==> config.mk <==
export PLATFORM = sky130hd
export DESIGN_NAME = dmem_bus_ctrl
export DESIGN_NICKNAME = d
export VERILOG_FILES = /design/src/rtl/dmem_bus_ctrl.sv
export SDC_FILE = /design/constraint.sdc
export NUM_CORES = 1
export LEC_CHECK = 0
export BUFFER_PORTS_ARGS = -buffer_cell sky130_fd_sc_hd__buf_2
export CORE_MARGIN = 4
export CORE_UTILIZATION = 42
export DETAILED_ROUTE_END_ITERATION = 10
export PLACE_DENSITY = 0.84
export SYNTH_ARGS = -nofsm -noshare
export SYNTH_HDL_FRONTEND = slang
export SYNTH_SLANG_ARGS = --single-unit
export TNS_END_PERCENT = 10
==> constraint.sdc <==
create_clock -name clk -period 2.9 [get_ports clk]
set_clock_uncertainty 0.05 [all_clocks]
set_input_delay 0 -clock clk [delete_from_list [all_inputs] [get_ports clk]]
set_output_delay 0 -clock clk [all_outputs]
set_load 0.01 [all_outputs]
==> src/rtl/dmem_bus_ctrl.sv <==
`default_nettype none
// ============================================================================
// Module      : dmem_bus_ctrl
// Description : Data-memory access stage placed after the single-cycle
//               datapath. It turns memread/memwrite plus a byte address
//               into a req/gnt/rvalid transaction on a wait-state data bus,
//               holds stall high until the access completes, and returns
//               registered load data.
// Revision    : 1.0 - initial release
// ----------------------------------------------------------------------------
// Ports
//   clk, reset             : clock (rising edge), async active-high reset
//   memread, memwrite      : access request from the controller
//   addr, wdata            : byte address and store data from the datapath
//   rdata                  : registered load data to the datapath
//   stall                  : freeze pc/regwrite while high (combinational)
//   err                    : faulted access (misaligned/timeout), DONE only
//   bus_req/we/addr/wdata  : bus request side
//   bus_gnt, bus_rvalid,
//   bus_rdata              : bus response side
// ============================================================================
module dmem_bus_ctrl #(
  parameter int WIDTH       = 32,
  parameter int TIMEOUT     = 16,
  parameter int ALIGN_CHECK = 1
) (
  input  logic             clk,
  input  logic             reset,
  input  logic             memread,
  input  logic             memwrite,
  input  logic [WIDTH-1:0] addr,
  input  logic [WIDTH-1:0] wdata,
  output logic [WIDTH-1:0] rdata,
  output logic             stall,
  output logic             err,
  output logic             bus_req,
  output logic             bus_we,
  output logic [WIDTH-1:0] bus_addr,
  output logic [WIDTH-1:0] bus_wdata,
  input  logic             bus_gnt,
  input  logic             bus_rvalid,
  input  logic [WIDTH-1:0] bus_rdata
);

  localparam int CNT_W = $clog2(TIMEOUT + 1);

  typedef enum logic [1:0] {
    S_IDLE = 2'd0,
    S_REQ  = 2'd1,
    S_RESP = 2'd2,
    S_DONE = 2'd3
  } state_t;

  state_t           state_q, state_d;
  logic [CNT_W-1:0] cnt_q, cnt_d;
  logic [WIDTH-1:0] rdata_q, rdata_d;
  logic             err_q, err_d;
  logic             bus_req_q, bus_req_d;
  logic             bus_we_q, bus_we_d;
  logic [WIDTH-1:0] bus_addr_q, bus_addr_d;
  logic [WIDTH-1:0] bus_wdata_q, bus_wdata_d;

  logic acc;
  logic misaligned;
  logic timeout_hit;

  assign acc         = memread | memwrite;
  assign misaligned  = (ALIGN_CHECK != 0) && (addr[1:0] != 2'b00);
  // Counter starts at 0 in the first REQ cycle, so TIMEOUT-1 marks the
  // TIMEOUT-th cycle spent waiting on the bus.
  assign timeout_hit = (cnt_q == CNT_W'(TIMEOUT - 1));

  always_comb begin
    state_d     = state_q;
    cnt_d       = cnt_q;
    rdata_d     = rdata_q;
    err_d       = 1'b0;
    bus_we_d    = bus_we_q;
    bus_addr_d  = bus_addr_q;
    bus_wdata_d = bus_wdata_q;

    case (state_q)
      S_IDLE: begin
        if (acc && misaligned) begin
          state_d = S_DONE;
          err_d   = 1'b1;
          // Stores never disturb the load-data register, even when faulting.
          if (!memwrite) rdata_d = '0;
        end else if (acc) begin
          state_d     = S_REQ;
          bus_addr_d  = {addr[WIDTH-1:2], 2'b00};
          bus_wdata_d = wdata;
          bus_we_d    = memwrite;  // read+write together resolves to write
          cnt_d       = '0;
        end
      end
      S_REQ: begin
        cnt_d = cnt_q + CNT_W'(1);
        // A write is complete on gnt; that wins over a coincident timeout.
        if (bus_gnt && bus_we_q) begin
          state_d = S_DONE;
        end else if (timeout_hit) begin
          state_d = S_DONE;
          err_d   = 1'b1;
          if (!bus_we_q) rdata_d = '0;
        end else if (bus_gnt) begin
          state_d = S_RESP;
        end
      end
      S_RESP: begin
        cnt_d = cnt_q + CNT_W'(1);
        if (bus_rvalid) begin
          state_d = S_DONE;
          rdata_d = bus_rdata;
        end else if (timeout_hit) begin
          state_d = S_DONE;
          err_d   = 1'b1;
          rdata_d = '0;
        end
      end
      default: begin  // S_DONE: datapath commits this cycle
        state_d = S_IDLE;
      end
    endcase

    bus_req_d = (state_d == S_REQ);
  end

  always_ff @(posedge clk or posedge reset) begin
    if (reset) begin
      state_q     <= S_IDLE;
      cnt_q       <= '0;
      rdata_q     <= '0;
      err_q       <= 1'b0;
      bus_req_q   <= 1'b0;
      bus_we_q    <= 1'b0;
      bus_addr_q  <= '0;
      bus_wdata_q <= '0;
    end else begin
      state_q     <= state_d;
      cnt_q       <= cnt_d;
      rdata_q     <= rdata_d;
      err_q       <= err_d;
      bus_req_q   <= bus_req_d;
      bus_we_q    <= bus_we_d;
      bus_addr_q  <= bus_addr_d;
      bus_wdata_q <= bus_wdata_d;
    end
  end

  assign stall     = acc & (state_q != S_DONE);
  assign rdata     = rdata_q;
  assign err       = err_q;
  assign bus_req   = bus_req_q;
  assign bus_we    = bus_we_q;
  assign bus_addr  = bus_addr_q;
  assign bus_wdata = bus_wdata_q;

endmodule
`default_nettype wire

# --- Yosys cells after proc, flatten, opt, wreduce, memory -nomap -nowiden ---
# Cells that the tools add are included.
op_classes:
  n_addsub: 1
  reduce_logical: 10
  n_eq_ne: 13
  mux: 24
  bitwise_logic: 3
op_table:
  columns: ["op", "n"]
  rows:
  - ["two-way mux 32 bit", 7]
  - ["one-hot mux 32 bit (3 select lines)", 1]
  - ["inequality test 2 bit (second input constant)", 8]
  - ["two-way mux 2 bit", 7]
  - ["two-way mux 5 bit", 2]
  - ["one-hot mux 5 bit (2 select lines)", 1]
  - ["AND reduction 7 bit", 1]
  - ["one-hot mux 2 bit (3 select lines)", 1]
  - ["AND reduction 3 bit", 2]
  - ["adder 5 x 1 -> 5 bit (second input constant)", 1]
  - ["equality test 5 x 4 -> 1 bit (second input constant)", 1]
  - ["equality test 2 x 1 -> 1 bit (second input constant)", 2]
  - ["two-way mux 1 bit", 4]
  - ["nonzero test 2 bit", 2]
  - ["inequality test 3 bit (second input constant)", 1]
  - ["one-hot mux 1 bit (3 select lines)", 1]
  - ["nonzero test 3 bit", 1]
  - ["equality test 2 bit (second input constant)", 1]
  - ["logical AND 1 bit", 2]
  - ["zero test 2 bit", 1]
  - ["OR reduction 2 bit", 1]
  - ["bitwise AND 1 bit", 1]
  - ["NOT 1 bit", 1]
  - ["bitwise OR 1 bit", 1]
totals:
  input_bits: 102
  regBits: 104
  output_inout_bits: 100
  word_cells: 59

# --- Logic depth before layout (Yosys ltp) ---
logic_depth:
  depth_word: 5
  ltp_mapped: 8
  ltp_nobuf: 7

# --- Worst setup path after synthesis ---
# No wires, ideal clock.
synth_path:
  kind: "reg-to-reg"
  from: "reg cnt_q[0]"
  to: "reg bus_req_q (netlist: bus_req)"
  period_less_slack_ps: 1882
  arrival_ps: 1732
  n_path_buf: 0
  setup_slack_ps: 1018
  path_stages_with_launch: 7
  path_cell_list: "dfrtp_1 > ha_1 > and3_1 > ha_1 > or3_1 > a21oi_1 > nor4bb_1"
synth_via:
  elab_chain_cells: 5
  word_cells_on_any_way: 7
synth_rtl:
  columns: ["item", "line", "text"]
  rows:
  - ["from (decl)", "55", "logic [CNT_W-1:0] cnt_q, cnt_d;"]
  - ["from (signal assigned)", "141", "cnt_q <= cnt_d;"]
  - ["equality test 5 x 4 -> 1 bit (*)", "71", "assign timeout_hit = (cnt_q == CNT_W'(TIMEOUT - 1));"]
  - ["two-way mux 2 bit, on equally long branches", "115, 102", null]
  - ["two-way mux 2 bit, on equally long branches", "112, 100", null]
  - ["one-hot mux 2 bit (3 select lines) (*)", "82", "case (state_q)"]
  - ["equality test 2 x 1 -> 1 bit (*)", "126", "bus_req_d = (state_d == S_REQ);"]
  - ["named net bus_req_d", "58", "logic bus_req_q, bus_req_d;"]
  - ["to (signal assigned)", "144", "bus_req_q <= bus_req_d;"]
  - ["to (decl)", "58", null]
# Mark *: on every way through the listed nets, which the timed path passes. The rest lies on a longest branch.
# A chain may end at the register's enable or synchronous reset.

# --- Worst setup path after layout ---
layout_path:
  from: "reg state_q[0]"
  to: "reg bus_addr_q[10] (netlist: bus_addr[10])"
layout_via:
  elab_chain_cells: 2
layout_rtl:
  columns: ["item", "line", "text"]
  rows:
  - ["from (decl)", "54", "state_t state_q, state_d;"]
  - ["from (signal assigned)", "140", "state_q <= state_d;"]
  - ["zero test 2 bit", "82", null]
  - ["AND reduction 3 bit (no source line)", null, null]
  - ["to (signal assigned)", "146", "bus_addr_q <= bus_addr_d;"]
  - ["to (decl)", "60", "logic [WIDTH-1:0] bus_addr_q, bus_addr_d;"]
# No other way between the ends.

==> reports/summary.txt <==
Final worst-path setup slack: 0.648 ns
Sinks on the clock net: 104
Yosys reg bits: 104
Final HPWL DP: 7860 um
CP endpoint kind: flop
Share of layout cells above drive strength 1: 47.4%
Final hold vios: 0
Sequential Power Share: 40.8%
Synth top area share: 59.6%
Routed Antenna Nets: 0
Synthesis Warnings: 0
Layout area overhead: 51.3%
Post-synthesis sequential area ratio: 59.6%
Internal power: 0.00381 W
Worst-path maximum fanout: 41
Top cells by area, synth: dfrtp_1, mux2_2, o2bb2ai_1, nand3_1, ha_1
Dpl cell area: 0.00547 mm2
WP data required: 3.09 ns
Gr ovfl total: 0
Fin crit share: 77.7%
FF-to-FF Start: state_q[0]
CTS tree: built
Min Tclk post-route: 2.25 ns
Worst-path clk slew: 0.09 ns
CORE AREA: 0.00995 mm2
Largest net degree at the start of global routing: 83
Status: completed
Worst Hold End: err
Min-delay src: bus_gnt
Mean Syn Cell Area: 13.8 um2
Number of DRC markers in iteration 0: 287
H-tree depth: 3
Fmax: 444 MHz
Post-route cell area: 0.00661 mm2
DR vias: 3801
I/O pin cnt: 202
Fin Hold WS: 0.0613 ns
Max-slew violation count: 0
Layout Nets: 720
Worst path bufs/invs: 2
Synth Instances: 316
RSZ-0062 raised after global routing: false
Part of the power in combinational logic: 46.3%
Initial core utilization: 43.9%
Final TNS setup: 0 ns
Psw: 0.00247 W
DRC Markers: 0
Post-Place Worst Slack: 0.643 ns
Startpoint Class: flop
Cell Area, Synth: 0.00437 mm2
Leak: 3.21 nW
Root Driver: clkbuf_8
VDD IR max: 0.487 mV
Critical-path top delay cell: dfrtp_1
Top FF cell, synth: dfrtp_1
Routed vias/inst: 5.08
CTS resizes: 0
Fill cell count: 718
Hold Path Stages: 5
Clock share of power: 12.9%
Worst-Skew Late Latency: 0.35 ns
Worst rel slew slack: 34.1%
Netlist cell types: 38
CP max stage delay: 0.47 ns
Rows: 36
Pin slew with the least headroom to its limit: 0.989 ns
Worst path arrival time: 2.44 ns
CP cell instances: inv_1, ha_1, o21ai_1, nor2_4, buf_12, mux2_2
Worst R2R End: bus_addr[10]
EDFF count, synth: 0
I/O Buffers: 199
Internal reg-to-reg setup slack: 0.65 ns
Total track usage: 21.8%
Number of global-route vias before repair: 4003
Worst Path Class, Setup: flop to flop
Total die area: 0.0121 mm2
CTS Buf Count: 9
Largest area contributor in the netlist: dfrtp_1
Area taken by multi-input logic gates: 0.00160 mm2
Hold Path Class: primary input to flop
CP top delay family: flip-flops
FF+latch area: 0.00260 mm2
DRT Wirelength: 13200 um
Async SR Flop Fraction: 100%
Clock Tree Buf Depth: 2
MaxCap Viol Count: 0
First-pass GRT wire length: 20300 um
Routed WL per cell: 17.6 um
Sw Share: 39.3%
Cells on worst reg2reg path: 6
Die height: 110 um
Setup violators final: 0
Antenna violations before repair: 0
TritonRoute pass-1 iters: 4
RD Place Congestion: 0.774
PwrDens: 949 mW/mm2
Die width: 110 um
[power by group through the flow]
stage	registers (W)	clock network [W]	logic [W]
final	0.00256	0.000807	0.00290
after global routing	0.00264	0.000906	0.00316
after CTS	0.00252	0.000849	0.00287
after detailed placement	0.00254	0	0.00278
after global placement	0.00250	0	0.00268
after floorplan	0.00284	0	0.00142
[worst min-delay path, delay by kind of cell]
kind            cells  cell delay (ns)
simple gates        2             0.12
compound gates      2             0.19
buf+inv             1             0.11
[metrics by stage]
step	util, %	std cells	total power, W
after floorplan	-	317	0.00426
after global placement	55.0	636	0.00518
after detailed placement	55.0	636	0.00531
after CTS	66.4	747	0.00625
after global routing	66.4	747	0.00671
final	66.4	748	0.00627
[metal layers]
metal	global-route usage, %	routed length [um]	vias to the layer above
li1	-	-	1733
met1	26.0	5100	1855
met2	37.6	6530	190
met3	5.64	1260	23
met4	8.01	282	0
met5	0	0	-
[worst max-delay path by stage]
stage,from,to,slack (ns),depth (start not counted)
2_1_floorplan,reset,bus_addr[10],0.12,1
3_3_place_gp,state_q[0],bus_wdata[22],0.77,6
3_5_place_dp,state_q[0],bus_addr[29],0.64,6
4_1_cts,state_q[0],bus_addr[29],0.64,6
5_1_grt,state_q[0],bus_addr[4],0.48,6
6_report,state_q[0],bus_addr[10],0.65,6
[flip-flops by register name, summed over array words and instances, names as in the netlist]
| register | flops |
|---|---|
| cnt_q | 5 |
| bus_addr | 30 |
| state_q | 2 |
| bus_wdata | 32 |
| bus_req | 1 |
| bus_we | 1 |
| rdata | 32 |
| err | 1 |
[cell type report]
| type | count | area share, % |
|---|---|---|
| clock inverter | 4 | 0.473 |
| antenna | 1 | 0.0379 |
| sequential | 104 | 39.4 |
| inverter | 6 | 0.379 |
| multi-input combinational | 185 | 24.3 |
| timing repair buffer | 304 | 30.8 |
| tap | 133 | 2.52 |
| clock buffer | 11 | 2.14 |
[kinds of logic (layout without fill, tap and decap cells)]
| family | count (synthesis) | in the layout | synth area share [%] |
|---|---|---|---|
| buf+inv | 28 | 325 | 3.78 |
| compound gates | 52 | 52 | 10.2 |
| simple gates | 57 | 57 | 7.08 |
| mux | 66 | 66 | 17.0 |
| other cells | 1 | 3 | 0.0859 |
| fa+ha+maj | 8 | 8 | 2.29 |
| flops | 104 | 104 | 59.6 |
[cell usage after synthesis (2+ instances only)]
library cell	count
buf_2	6
o31ai_1	3
nand2b_1	4
clkbuf_1	5
ha_1	8
and3_1	2
nor2_1	5
mux2_2	60
a21oi_1	4
o2bb2ai_1	32
buf_6	3
a32o_1	2
o21ai_0	3
nand3_1	33
inv_1	6
dfrtp_1	104
mux2_1	5
buf_4	8
nand2_1	4
[cell usage in the layout, fill, tap and decap left out, types with 4 or more instances in the layout]
master and count:
buf_2 199, dfrtp_1 104, dlygate4sd3_1 96, mux2_2 60, nand3_1 33, o2bb2ai_1 32
clkbuf_8 10, ha_1 8, buf_4 8, inv_1 5, nor2_1 5, mux2_1 5
nand2b_1 4, nand2_1 4, a21oi_1 4
[timing repair]
action                                 CTS  global route
endpoints found under the hold margin  175             0
setup buffers                            0             0
hold buffers                            96             0
Power figures use the tool's default switching activity.
